--- config.mk ---
export PLATFORM = sky130hd
export DESIGN_NAME = mem_access_stage
export DESIGN_NICKNAME = d
export VERILOG_FILES = /design/src/rtl/mem_access_stage.sv
export SDC_FILE = /design/constraint.sdc
export NUM_CORES = 1
export LEC_CHECK = 0
export BUFFER_PORTS_ARGS = -buffer_cell sky130_fd_sc_hd__buf_2
export CORE_ASPECT_RATIO = 1.5
export CORE_MARGIN = 4
export CORE_UTILIZATION = 25
export DETAILED_ROUTE_END_ITERATION = 10
export MAX_ROUTING_LAYER = met4
export PLACE_DENSITY = 0.45
export SYNTH_ARGS = -nofsm -noshare
export SYNTH_HDL_FRONTEND = slang
export SYNTH_SLANG_ARGS = --single-unit
--- constraint.sdc ---
create_clock -name Clk -period 4.1 [get_ports Clk]
set_input_delay 1.025 -clock Clk [delete_from_list [all_inputs] [get_ports Clk]]
set_output_delay 1.025 -clock Clk [all_outputs]
set_load 0.01 [all_outputs]
--- src/rtl/mem_access_stage.sv ---
// MIPS pipeline memory stage: byte/half/word loads and stores over a req/ack
// data-memory handshake, stalling upstream until the access completes.
module mem_access_stage (
  input  logic        Clk,
  input  logic        Rst,
  input  logic        EX_Valid,
  input  logic [31:0] EX_ALUResult,
  input  logic [31:0] EX_StoreData,
  input  logic [4:0]  EX_rDest,
  input  logic        EX_RegWrite,
  input  logic        EX_MemRead,
  input  logic        EX_MemWrite,
  input  logic [1:0]  EX_MemSize,
  input  logic        EX_LoadSigned,
  output logic        Mem_Req,
  output logic        Mem_We,
  output logic [31:0] Mem_Addr,
  output logic [31:0] Mem_WData,
  output logic [3:0]  Mem_BE,
  input  logic        Mem_Ack,
  input  logic [31:0] Mem_RData,
  output logic        Stall,
  output logic        AlignErr,
  output logic        WB_Valid,
  output logic        WB_RegWrite,
  output logic [4:0]  WB_rDest,
  output logic [31:0] WB_Data
);

  localparam int unsigned DATA_W = 32;
  localparam int unsigned REG_W  = 5;
  localparam int unsigned BE_W   = 4;
  localparam int unsigned SIZE_W = 2;
  localparam int unsigned OFF_W  = 2;

  typedef enum logic [0:0] {
    ST_IDLE = 1'b0,
    ST_WAIT = 1'b1
  } state_e;

  state_e state_q, state_d;

  // Request fields captured when the access has to wait for its ack
  logic [DATA_W-1:0] req_addr_q,     req_addr_d;
  logic              req_we_q,       req_we_d;
  logic [BE_W-1:0]   req_be_q,       req_be_d;
  logic [DATA_W-1:0] req_wdata_q,    req_wdata_d;
  logic [OFF_W-1:0]  req_off_q,      req_off_d;
  logic [SIZE_W-1:0] req_size_q,     req_size_d;
  logic              req_sgn_q,      req_sgn_d;
  logic [REG_W-1:0]  req_rdest_q,    req_rdest_d;
  logic              req_regwrite_q, req_regwrite_d;

  logic              wb_valid_q,    wb_valid_d;
  logic              wb_regwrite_q, wb_regwrite_d;
  logic [REG_W-1:0]  wb_rdest_q,    wb_rdest_d;
  logic [DATA_W-1:0] wb_data_q,     wb_data_d;

  logic [OFF_W-1:0]  ex_off;
  logic              ex_mem_op;
  logic              ex_aligned;
  logic [BE_W-1:0]   ex_be;
  logic [DATA_W-1:0] ex_wdata;

  logic [DATA_W-1:0] cur_addr;
  logic              cur_we;
  logic [BE_W-1:0]   cur_be;
  logic [DATA_W-1:0] cur_wdata;
  logic [OFF_W-1:0]  cur_off;
  logic [SIZE_W-1:0] cur_size;
  logic              cur_sgn;
  logic [REG_W-1:0]  cur_rdest;
  logic              cur_regwrite;

  logic mem_req_c;
  logic stall_c;
  logic align_err_c;
  logic complete_c;

  function automatic logic [DATA_W-1:0] load_extract(
    input logic [DATA_W-1:0] rdata,
    input logic [OFF_W-1:0]  off,
    input logic [SIZE_W-1:0] size,
    input logic              sgn
  );
    logic [7:0]        b;
    logic [15:0]       h;
    logic [DATA_W-1:0] r;
    b = rdata[{off, 3'b000} +: 8];
    h = rdata[{off[1], 4'b0000} +: 16];
    case (size)
      2'b00:   r = {{24{sgn & b[7]}}, b};
      2'b01:   r = {{16{sgn & h[15]}}, h};
      default: r = rdata;
    endcase
    return r;
  endfunction

  // Lane placement and alignment of the incoming EX access
  always_comb begin : ex_decode
    ex_off    = EX_ALUResult[1:0];
    ex_mem_op = EX_MemRead | EX_MemWrite;
    case (EX_MemSize)
      2'b00: begin
        ex_aligned = 1'b1;
        ex_be      = BE_W'(4'b0001 << ex_off);
        ex_wdata   = {4{EX_StoreData[7:0]}};
      end
      2'b01: begin
        ex_aligned = ~ex_off[0];
        ex_be      = BE_W'(4'b0011 << ex_off);
        ex_wdata   = {2{EX_StoreData[15:0]}};
      end
      default: begin
        ex_aligned = (ex_off == 2'b00);
        ex_be      = 4'b1111;
        ex_wdata   = EX_StoreData;
      end
    endcase
  end

  // Live fields come from EX in IDLE and from the capture registers in WAIT
  always_comb begin : req_fields
    if (state_q == ST_WAIT) begin
      cur_addr     = req_addr_q;
      cur_we       = req_we_q;
      cur_be       = req_be_q;
      cur_wdata    = req_wdata_q;
      cur_off      = req_off_q;
      cur_size     = req_size_q;
      cur_sgn      = req_sgn_q;
      cur_rdest    = req_rdest_q;
      cur_regwrite = req_regwrite_q;
    end else begin
      cur_addr     = {EX_ALUResult[31:2], 2'b00};
      cur_we       = EX_MemWrite;
      cur_be       = ex_be;
      cur_wdata    = ex_wdata;
      cur_off      = ex_off;
      cur_size     = EX_MemSize;
      cur_sgn      = EX_LoadSigned;
      cur_rdest    = EX_rDest;
      cur_regwrite = EX_RegWrite;
    end
  end

  always_comb begin : next_state
    state_d        = state_q;
    req_addr_d     = req_addr_q;
    req_we_d       = req_we_q;
    req_be_d       = req_be_q;
    req_wdata_d    = req_wdata_q;
    req_off_d      = req_off_q;
    req_size_d     = req_size_q;
    req_sgn_d      = req_sgn_q;
    req_rdest_d    = req_rdest_q;
    req_regwrite_d = req_regwrite_q;
    wb_valid_d     = 1'b0;
    wb_regwrite_d  = 1'b0;
    wb_rdest_d     = wb_rdest_q;
    wb_data_d      = wb_data_q;
    mem_req_c      = 1'b0;
    stall_c        = 1'b0;
    align_err_c    = 1'b0;
    complete_c     = 1'b0;

    case (state_q)
      ST_IDLE: begin
        if (EX_Valid) begin
          if (!ex_mem_op) begin
            wb_valid_d    = 1'b1;
            wb_regwrite_d = EX_RegWrite;
            wb_rdest_d    = EX_rDest;
            wb_data_d     = EX_ALUResult;
          end else if (!ex_aligned) begin
            // Misaligned access retires as a no-op
            align_err_c = 1'b1;
            wb_valid_d  = 1'b1;
            wb_rdest_d  = EX_rDest;
            wb_data_d   = '0;
          end else begin
            mem_req_c = 1'b1;
            if (Mem_Ack) begin
              complete_c = 1'b1;
            end else begin
              stall_c        = 1'b1;
              state_d        = ST_WAIT;
              req_addr_d     = cur_addr;
              req_we_d       = cur_we;
              req_be_d       = cur_be;
              req_wdata_d    = cur_wdata;
              req_off_d      = cur_off;
              req_size_d     = cur_size;
              req_sgn_d      = cur_sgn;
              req_rdest_d    = cur_rdest;
              req_regwrite_d = cur_regwrite;
            end
          end
        end
      end
      ST_WAIT: begin
        mem_req_c = 1'b1;
        if (Mem_Ack) begin
          complete_c = 1'b1;
          state_d    = ST_IDLE;
        end else begin
          stall_c = 1'b1;
        end
      end
      default: state_d = ST_IDLE;
    endcase

    if (complete_c) begin
      wb_valid_d    = 1'b1;
      wb_regwrite_d = cur_regwrite & ~cur_we;
      wb_rdest_d    = cur_rdest;
      wb_data_d     = cur_we ? '0 : load_extract(Mem_RData, cur_off, cur_size, cur_sgn);
    end
  end

  always_ff @(posedge Clk) begin : state_reg
    if (Rst) begin
      state_q        <= ST_IDLE;
      req_addr_q     <= '0;
      req_we_q       <= 1'b0;
      req_be_q       <= '0;
      req_wdata_q    <= '0;
      req_off_q      <= '0;
      req_size_q     <= '0;
      req_sgn_q      <= 1'b0;
      req_rdest_q    <= '0;
      req_regwrite_q <= 1'b0;
      wb_valid_q     <= 1'b0;
      wb_regwrite_q  <= 1'b0;
      wb_rdest_q     <= '0;
      wb_data_q      <= '0;
    end else begin
      state_q        <= state_d;
      req_addr_q     <= req_addr_d;
      req_we_q       <= req_we_d;
      req_be_q       <= req_be_d;
      req_wdata_q    <= req_wdata_d;
      req_off_q      <= req_off_d;
      req_size_q     <= req_size_d;
      req_sgn_q      <= req_sgn_d;
      req_rdest_q    <= req_rdest_d;
      req_regwrite_q <= req_regwrite_d;
      wb_valid_q     <= wb_valid_d;
      wb_regwrite_q  <= wb_regwrite_d;
      wb_rdest_q     <= wb_rdest_d;
      wb_data_q      <= wb_data_d;
    end
  end

  // Handshake and hazard outputs are forced quiet while reset is held
  assign Mem_Req  = mem_req_c & ~Rst;
  assign Stall    = stall_c & ~Rst;
  assign AlignErr = align_err_c & ~Rst;

  assign Mem_We    = cur_we;
  assign Mem_Addr  = cur_addr;
  assign Mem_WData = cur_wdata;
  assign Mem_BE    = cur_be;

  assign WB_Valid    = wb_valid_q;
  assign WB_RegWrite = wb_regwrite_q;
  assign WB_rDest    = wb_rdest_q;
  assign WB_Data     = wb_data_q;

endmodule

==> impl_metrics.tcl, run 1 <==
set metrics [dict create \
    status "complete, no violations" \
    design.core.area_mm2 0.0257 \
    drt_wl_total_um 26100 \
    setup_violations 0 \
    finalSetupTns_ns 0 \
    power_frac_seq_pct 37.5 \
    worstMarginPinSlew_ns 0.820 \
    antenna_found_initial 3 \
    register_area_mm2 0.00241 \
    drt_iter0_drc 341 \
    vdd_drop_max_mv 0.290 \
    num_vias 6593 \
    r2r-start "state_q$_SDFF_PP0_" \
    fin_crit_ns 3.33 \
    synth_xor_area_share_pct 0 \
    r2r-end "WB_Data[14]$_SDFFE_PP0P_" \
    syn_inst 813 \
    cts_tree "yes" \
    grt_pass1_vias 6345 \
    powerDensity_mw_per_mm2 398 \
    cap_violations 0 \
    synth_top_family_by_area "compound AO/OA/AOI/OAI gates" \
    clk-insertion-delay-late_ns 0.43 \
    cp_max_fo 11 \
    cp.required_ns 3.07 \
    drt_first_pass_iters 5 \
    synthSimpleGateAreaFrac_pct 20.0 \
    async_reset_ff_share_pct 0 \
    fin_area_mm2 0.00846 \
    initial_core_util_pct 25.3 \
    post_cts_buffers 0 \
    hold_class "flop to flop" \
    final.period_utilization_pct 81.2 \
    synthMuxAreaShare_pct 15.2 \
    rsz0062_at_grt "no" \
    fmax_ghz 0.300 \
    die_w_um 140 \
    area_growth_pct 30.4 \
    r2r_slack_ns 1.25 \
    maxSlewViolCount 0 \
    leakage_nw 3.40 \
    clk_pin_slew_ns 0.06 \
    drive_above_1_share_pct 33.5 \
    ys_seq_area_share_pct 37.0 \
    min_from "req_wdata_q[1]$_SDFFE_PP0P_" \
    path_cells "buf_2, o21bai_1, o211ai_1, nor3_1, buf_2" \
    final_cell_mix "buf_2 (220), nand2_1 (181), dfxtp_1 (119)" \
    synth-seq-cells 120 \
    antenna_left 0 \
    cts_inserted_buffers 17 \
    grt_use_total_pct 18.2 \
    crit_type "input pin to primary output" \
    avgSynthCellArea_um2 7.98 \
    instances_no_fill 1354 \
    holdPathStages 2 \
    p_int_mw 2.40 \
    dp_hpwl_um 19400 \
    critPathBufInv 2 \
    die-height_um 205 \
    netlist_area_mm2 0.00649 \
    clockBufferDepth 2 \
    cpMostUsedCell "buf_2" \
    drt-vias-per-instance 4.87 \
    r2r.worst_path.cells 5 \
    placed_cell_area_mm2 0.00789 \
    path_delay_family "compound AO/OA/AOI/OAI gates" \
    p_comb_share_pct 18.8 \
    clockRootBuffer "clkbuf_16" \
    slew_headroom_pct 45.3 \
    yosys_warnings 0 \
    io_pins 222 \
    fillCellCount 2794 \
    cp_slowest_cell "o211ai_1" \
    cts.hold.buffers_added 0 \
    slowest_delay_ns 0.62 \
    cts_sinks 120 \
    critPathCaptureType "primary output" \
    dp_cells 1319 \
    fin_nets 1116 \
    skew_ns 0.0117 \
    synth-main-ff-cell "dfxtp_1" \
    cp-start-kind "input pin" \
    multi_input_area_mm2 0.00375 \
    wl_per_cell_um 19.3 \
    htreeDepth 4 \
    synth_edf_count 0 \
    synth_cell_types 58 \
    switching_share_pct 28.9 \
    holdWs_ns 0.449 \
    grt_max_degree 64 \
    holdPathEnd "req_wdata_q[1]$_SDFFE_PP0P_" \
    rows 72 \
    synth-compound-area-share_pct 22.5 \
    layout_commonest_cell "buf_2" \
    route.detailed.drc 0 \
    dieArea_mm2 0.0286 \
    p_total_mw 3.37 \
    globalplace.congestion 0.861 \
    grt_pass1_wl_um 38600 \
    io_buffers 221 \
    gr-total-overflow 0 \
    arrival_ns 2.31 \
    post_cts_resized 0 \
    p_sw_uw 973 \
    synth_nets 924 \
    hold_viol 0 \
    synthAdderAreaFrac_pct 0 \
    p_clk_share_pct 43.7 \
]
power groups by stage:
stage	clock [mW]	combinational (mW)	sequential [mW]
5_1_grt	1.57	0.696	1.27
6_report	1.47	0.633	1.26
3_3_place_gp	0	0.641	1.29
4_1_cts	1.52	0.643	1.26
2_1_floorplan	0	0.359	1.29
3_5_place_dp	0	0.641	1.29
worst max path at each step:
stage,slack [ns],depth (start not counted),end,from
2_1_floorplan,0.87,4,Mem_WData[10],EX_MemSize[0]
3_3_place_gp,0.76,5,Stall,EX_MemSize[1]
6_report,0.77,5,Stall,EX_ALUResult[1]
4_1_cts,0.72,3,Mem_WData[7],state_q$_SDFF_PP0_
5_1_grt,0.63,3,Mem_WData[7],state_q$_SDFF_PP0_
3_5_place_dp,0.74,5,Stall,EX_MemSize[1]
cell families after synthesis:
logic type | Yosys count
compound gates | 221
buf+inv | 74
flops | 120
mux | 88
simple gates | 310
sequential cells by signal, indices dropped and copies added, names as in the netlist:
register        count
WB_RegWrite         1
req_we_q            1
req_off_q           2
req_wdata_q        32
req_addr_q         32
WB_Data            32
req_sgn_q           1
WB_rDest            5
req_regwrite_q      1
WB_Valid            1
req_rdest_q         5
req_size_q          2
state_q             1
req_be_q            4
worst reg2reg max path, stage by stage (launching register included):
cell and delay, ns:
dfxtp_4 0.75, mux2i_4 0.56, mux2i_2 0.43, mux2i_2 0.15, a311oi_4 0.64, a2111oi_2 0.17
layout make-up:
class,instances,share of cell area [%]
Sequential cell,120,28.4
Multi-Input combinational cell,619,44.4
Timing Repair Buffer,238,15.1
Clock buffer,23,5.53
Inverter,9,0.399
Clock inverter,8,1.15
Tap cell,333,4.92
Antenna cell,4,0.118
synthesized netlist by cell type, types with 2 or more instances:
master     instances  area share, %
buf_2             18            1.4
inv_1              8           0.46
clkbuf_1          38            2.2
buf_4              2           0.23
mux2i_4            2           0.69
a21oi_1           91            7.0
o221ai_1           5           0.67
nand2_1          181             10
o211ai_1           2           0.23
nor2_1            75            4.3
or3_1              2           0.19
dfxtp_1          120             37
a22oi_1           18            2.1
buf_1              3           0.17
a221oi_1           8            1.1
a211oi_1          23            2.7
nor2b_1            4           0.39
nand3_1            3           0.23
and3_1             3           0.29
and2_1             5           0.48
a32oi_1            2           0.27
o21ai_0           37            2.9
a211o_1            2           0.27
nor3_1            20            1.5
o22ai_1            7           0.67
mux2i_1           29            4.5
a222oi_1           5           0.77
mux2_2            52            9.0
nand2b_1           6           0.58
nor3_2             2           0.31
o21a_1             2           0.23
mux2i_2            3           0.64
a2111oi_2          7            1.6
buf_6              4           0.69
metal layers:
layer,share of wire (%),GRT usage (%),up-vias
met4,2.2,5.99,0
met2,52,31.4,200
met1,39,20.2,3098
met5,0,-,-
met3,6.1,5.30,28
li1,-,-,3267
per-stage QoR:
stage	worst slack, ns	util (%)
floorplan	0.872	-
global placement	0.759	30.7
detailed placement	0.739	30.7
CTS	0.718	32.9
global route	0.633	32.9
finish	0.770	33.0
(Power assumes the default switching activity.)
==> run 2, diff against run 1 <==
--- a/config.mk
+++ b/config.mk
@@ -11,7 +11,7 @@
 export CORE_UTILIZATION = 25
 export DETAILED_ROUTE_END_ITERATION = 10
 export MAX_ROUTING_LAYER = met4
-export PLACE_DENSITY = 0.45
+export PLACE_DENSITY = 0.46
 export SYNTH_ARGS = -nofsm -noshare
 export SYNTH_HDL_FRONTEND = slang
 export SYNTH_SLANG_ARGS = --single-unit
==> constraint.sdc (replaced) <==
create_clock -name Clk -period 2.85 [get_ports Clk]
set_input_delay 0.7125 -clock Clk [delete_from_list [all_inputs] [get_ports Clk]]
set_output_delay 0.7125 -clock Clk [all_outputs]
set_load 0.01 [all_outputs]
==> run 2 against run 1 <==
  * First-iteration DRC count up 13%
  * Via count is 0.89% higher
  * Die area is the same
  * Cell count up 1.1%
  * Clock power is 74% higher
  * Highest routed layer unchanged
  * Non-clock buffer count grew 13
  * Global-route usage is 0.17 points higher
  * Sequential power grew 44%
  * Combinational power is 48% higher
  * Hold slack hardly changed
  * Critical path type unchanged
==> impl_metrics.tcl, run 2 (same netlist as run 1, synthesis figures left out) <==
set metrics [dict create \
    status "complete, no violations" \
    antenna_left 0 \
    hold_viol 0 \
    drt-vias-per-instance 4.86 \
    rows 72 \
    cts_tree "yes" \
    cap_violations 0 \
    num_vias 6652 \
    slew_headroom_pct 60.3 \
    initial_core_util_pct 25.3 \
    hold_class "flop to flop" \
    cp.required_ns 2.14 \
    grt_pass1_wl_um 39400 \
    wl_per_cell_um 19.0 \
    setup_violations 0 \
    fin_crit_ns 2.72 \
    r2r.worst_path.cells 7 \
    rsz0062_at_grt "no" \
    cts_sinks 120 \
    globalplace.congestion 0.846 \
    dp_cells 1331 \
    powerDensity_mw_per_mm2 607 \
    cts_inserted_buffers 17 \
    drt_first_pass_iters 7 \
    final_cell_mix "buf_2 (220), nand2_1 (181), dfxtp_1 (119)" \
    io_pins 222 \
    route.detailed.drc 0 \
    clockBufferDepth 2 \
    area_growth_pct 34.9 \
    layout_commonest_cell "buf_2" \
    crit_type "input pin to primary output" \
    gr-total-overflow 0 \
    r2r-end "WB_Data[9]$_SDFFE_PP0P_" \
    drt_wl_total_um 26100 \
    worstMarginPinSlew_ns 0.592 \
    design.core.area_mm2 0.0257 \
    maxSlewViolCount 0 \
    cp-start-kind "input pin" \
    arrival_ns 2.01 \
    critPathCaptureType "primary output" \
    instances_no_fill 1369 \
    skew_ns 0.0125 \
    cp_max_fo 16 \
    fillCellCount 2847 \
    fmax_ghz 0.367 \
    drt_iter0_drc 386 \
    worst_slack_ns 0.126 \
    dpl_worst_slack_ns -0.0703 \
    dieArea_mm2 0.0286 \
    p_total_mw 5.32 \
    leakage_nw 3.55 \
    io_buffers 221 \
    cp-startpoint "EX_MemSize[0]" \
    clockRootBuffer "clkbuf_16" \
    final.period_utilization_pct 95.6 \
    clk-insertion-delay-late_ns 0.43 \
    holdWs_ns 0.450 \
    fin_nets 1129 \
    r2r-start "state_q$_SDFF_PP0_" \
    grt_max_degree 80 \
    r2r_slack_ns 0.45 \
    grt_pass1_vias 6586 \
    die-height_um 205 \
    dp_hpwl_um 19600 \
    clk_pin_slew_ns 0.05 \
    antenna_found_initial 5 \
    vdd_drop_max_mv 0.423 \
    die_w_um 140 \
    htreeDepth 4 \
    crit_end "Stall" \
    drive_above_1_share_pct 34.6 \
    grt_use_total_pct 18.4 \
]
-- run 2: changes by cell type in the layout (fill, tap and decap cells not counted), moves of 2 or more --
cell        change
buf_12          +5
clkinv_2        -2
clkinvlp_4      -3
clkbuf_8        +3
buf_4           +7
bufinv_16       +4
-- run 2: worst min-delay path by stage --
| stage | from | end | slack, ns | cells past startpoint |
|---|---|---|---|---|
| after floorplan | req_addr_q[10]$_SDFFE_PP0P_ | req_addr_q[10]$_SDFFE_PP0P_ | 0.43 | 2 |
| after global placement | req_addr_q[9]$_SDFFE_PP0P_ | req_addr_q[9]$_SDFFE_PP0P_ | 0.44 | 2 |
| after detailed placement | req_addr_q[16]$_SDFFE_PP0P_ | req_addr_q[16]$_SDFFE_PP0P_ | 0.44 | 2 |
| after CTS | req_rdest_q[2]$_SDFFE_PP0P_ | req_rdest_q[2]$_SDFFE_PP0P_ | 0.45 | 2 |
| after global routing | req_rdest_q[2]$_SDFFE_PP0P_ | req_rdest_q[2]$_SDFFE_PP0P_ | 0.47 | 2 |
| final | req_addr_q[24]$_SDFFE_PP0P_ | req_addr_q[24]$_SDFFE_PP0P_ | 0.45 | 2 |
-- run 2: per-layer routing --
| layer | share of wire, % | GRT usage, % |
|---|---|---|
| met4 | 1.8 | 5.30 |
| met3 | 6.0 | 5.00 |
| met2 | 52 | 32.1 |
| met5 | 0 | - |
| met1 | 40 | 20.7 |
-- run 2: critical path: stages --
cell and delay, ns:
buf_2 0.11, buf_4 0.27, a21oi_2 0.13, o211ai_1 0.51
nor3_1 0.09, buf_2 0.16
-- run 2: per-stage QoR --
step	area [µm²]	utilization, %	setup TNS (ns)
after floorplan	6490	-	0
after global placement	8040	31.3	0
after detailed placement	8040	31.3	-0.189
after CTS	8730	34.0	0
after global routing	8750	34.1	0
final	8750	34.1	0
-- run 2: power by group --
part | total [mW] | internal [mW] | switching [mW]
clock | 2.56 | 1.76 | 0.805
combinational | 0.938 | 0.384 | 0.555
sequential | 1.82 | 1.76 | 0.0509
total | 5.32 | 3.91 | 1.41
-- run 2: repair_timing --
item | CTS | global route
gates cloned | 0 | 0
pin swaps | 0 | 1
resized for setup | 1 | 1
hold buffers | 0 | 0
endpoints found under the setup margin | 8 | 2
buffers inserted | 0 | 1
-- run 2: final cells by class --
cell class	instances	area, µm²	share of cell area (%)
clock inverter	7	185	2.12
inverter	9	33.8	0.386
tap	333	417	4.76
timing repair buffer	251	1440	16.4
clock buffer	25	505	5.77
multi-input combinational	619	3760	42.9
sequential	120	2410	27.5
antenna	5	12.5	0.143
==> run 3, diff against run 2 <==
--- a/config.mk
+++ b/config.mk
@@ -7,7 +7,7 @@
 export LEC_CHECK = 0
 export BUFFER_PORTS_ARGS = -buffer_cell sky130_fd_sc_hd__buf_2
 export CORE_ASPECT_RATIO = 1.5
-export CORE_MARGIN = 4
+export CORE_MARGIN = 5
 export CORE_UTILIZATION = 25
 export DETAILED_ROUTE_END_ITERATION = 10
 export MAX_ROUTING_LAYER = met4
==> constraint.sdc (replaced) <==
create_clock -name Clk -period 2.85 [get_ports Clk]
set_input_delay 0.1425 -clock Clk [delete_from_list [all_inputs] [get_ports Clk]]
set_output_delay 0.1425 -clock Clk [all_outputs]
set_load 0.01 [all_outputs]
==> run 3 against run 2 <==
  * Clock power shrank 12%
  * Largest power group unchanged
  * Die area up 2.4%
  * Register-to-register slack gained 0.02 ns
  * Critical path type is now flop to flop
  * Count of clock-buffer cells in the layout decreased by 5
==> impl_metrics.tcl, run 3 (same netlist as run 1, synthesis figures left out) <==
set metrics [dict create \
    route.detailed.drc 0 \
    cts_sinks 120 \
    p_int_mw 3.56 \
    finalSetupTns_ns 0 \
    cts_inserted_buffers 17 \
    io_buffers 221 \
    drt_iter0_drc 312 \
    globalplace.congestion 0.854 \
    final.period_utilization_pct 83.5 \
    hold_class "input pin to flop" \
    clk-insertion-delay-late_ns 0.42 \
    die_w_um 142 \
    placed_cell_area_mm2 0.00795 \
    leakage_nw 3.49 \
    p_comb_share_pct 18.7 \
    worstMarginPinSlew_ns 0.652 \
    wl_per_cell_um 19.4 \
    drt-vias-per-instance 4.90 \
    die-height_um 207 \
    rows 72 \
    cp-start-kind "flop" \
    power_frac_seq_pct 36.3 \
    critPathCaptureType "flop" \
    path_cells "mux2i_4, mux2i_2, mux2i_2, a311oi_4, a2111oi_2" \
    setup_violations 0 \
    status "complete, no violations" \
    switching_share_pct 28.9 \
    cap_violations 0 \
    design.core.area_mm2 0.0257 \
    clockRootBuffer "clkbuf_16" \
    rsz0062_at_grt "no" \
    antenna_left 0 \
    dieArea_mm2 0.0293 \
    grt_pass1_vias 6484 \
    crit_type "flop to flop" \
    area_growth_pct 33.0 \
    hold_viol 0 \
    clk_pin_slew_ns 0.06 \
    antenna_found_initial 5 \
    gr-total-overflow 0 \
    maxSlewViolCount 0 \
    cp_max_fo 31 \
    layout_commonest_cell "buf_2" \
    initial_core_util_pct 25.3 \
    grt_use_total_pct 18.1 \
    drive_above_1_share_pct 34.1 \
    grt_max_degree 78 \
    fin_area_mm2 0.00863 \
    vdd_drop_max_mv 0.416 \
    num_vias 6702 \
    fin_nets 1129 \
    fin_crit_ns 2.38 \
    cp_slowest_cell "dfxtp_4" \
    cp.required_ns 3.12 \
    arrival_ns 2.65 \
    slowest_delay_ns 0.62 \
    io_pins 222 \
    p_sw_mw 1.45 \
    p_clk_share_pct 45.0 \
    htreeDepth 4 \
    powerDensity_mw_per_mm2 580 \
    drt_wl_total_um 26600 \
    fillCellCount 2773 \
    cts_tree "yes" \
    fmax_ghz 0.420 \
    drt_first_pass_iters 7 \
    slew_headroom_pct 55.3 \
    cpMostUsedCell "mux2i_2" \
    dp_hpwl_um 19900 \
    grt_pass1_wl_um 39600 \
    skew_ns 0.00615 \
    clockBufferDepth 2 \
    final_cell_mix "buf_2 (220), nand2_1 (181), dfxtp_1 (119)" \
]
[run 3: cell count changes in the layout (fill, tap and decap cells not counted), sizes merged]
cell / change
buf: -6
bufinv: -3
clkbuf: -5
clkinv: +5
clkinvlp: +3
dlygate4sd3: +6
[run 3: repair_timing]
item                      in CTS  in global routing
hold buffers                   6                  0
resized for setup              0                  0
hold endpoints to repair       7                  0
setup buffers                  0                  0
[run 3: layer usage]
layer	vias to the layer above	wire length, µm	GRT usage (%)
li1	3295	-	-
met1	3174	10700	20.3
met2	203	13700	31.1
met3	30	1600	4.91
met4	0	575	5.60
met5	-	0	-
[run 3: final cells by class]
class	count	area [µm²]	share of cell area, %
Antenna cell	5	12.5	0.145
Clock buffer	20	457	5.29
Clock inverter	12	150	1.74
Inverter	9	33.8	0.391
Multi-Input combinational cell	619	3750	43.5
Sequential cell	120	2410	27.9
Tap cell	333	417	4.83
Timing Repair Buffer	251	1400	16.2
[run 3: path summary, 6_finish.rpt]
check	cells after the start	endpoint	start	slack (ns)
max	5	WB_Data[13]$_SDFFE_PP0P_	state_q$_SDFF_PP0_	0.47
min	3	WB_Data[2]$_SDFFE_PP0P_	EX_ALUResult[2]	0.04
max reg2reg	5	WB_Data[13]$_SDFFE_PP0P_	state_q$_SDFF_PP0_	0.47
min reg2reg	2	req_rdest_q[0]$_SDFFE_PP0P_	req_rdest_q[0]$_SDFFE_PP0P_	0.45
[run 3: critical path, delay by kind of cell (launching register included)]
family | cells | cell delay (ns)
flops | 1 | 0.62
compound gates | 2 | 0.77
mux | 3 | 0.84
[run 3: power by group through the flow]
stage	combinational [mW]	sequential (mW)	clock, mW
after floorplan	0.516	1.86	0
after global placement	0.939	1.85	0
after detailed placement	0.938	1.85	0
after CTS	0.948	1.82	2.33
after global routing	1.02	1.83	2.40
final	0.934	1.82	2.25
[run 3: stage by stage]
step / hold slack [ns] / util (%) / cells / worst slack [ns] / total power, mW
after floorplan: 0.278 / - / 813 / 0.786 / 2.38
after CTS: 0.00582 / 33.6 / 1364 / 0.438 / 5.09
after detailed placement: 0.409 / 31.0 / 1326 / 0.468 / 2.79
after global routing: 0.0245 / 33.6 / 1369 / 0.311 / 5.24
after global placement: 0.402 / 31.0 / 1326 / 0.491 / 2.79
final: 0.0355 / 33.6 / 1369 / 0.471 / 5.00
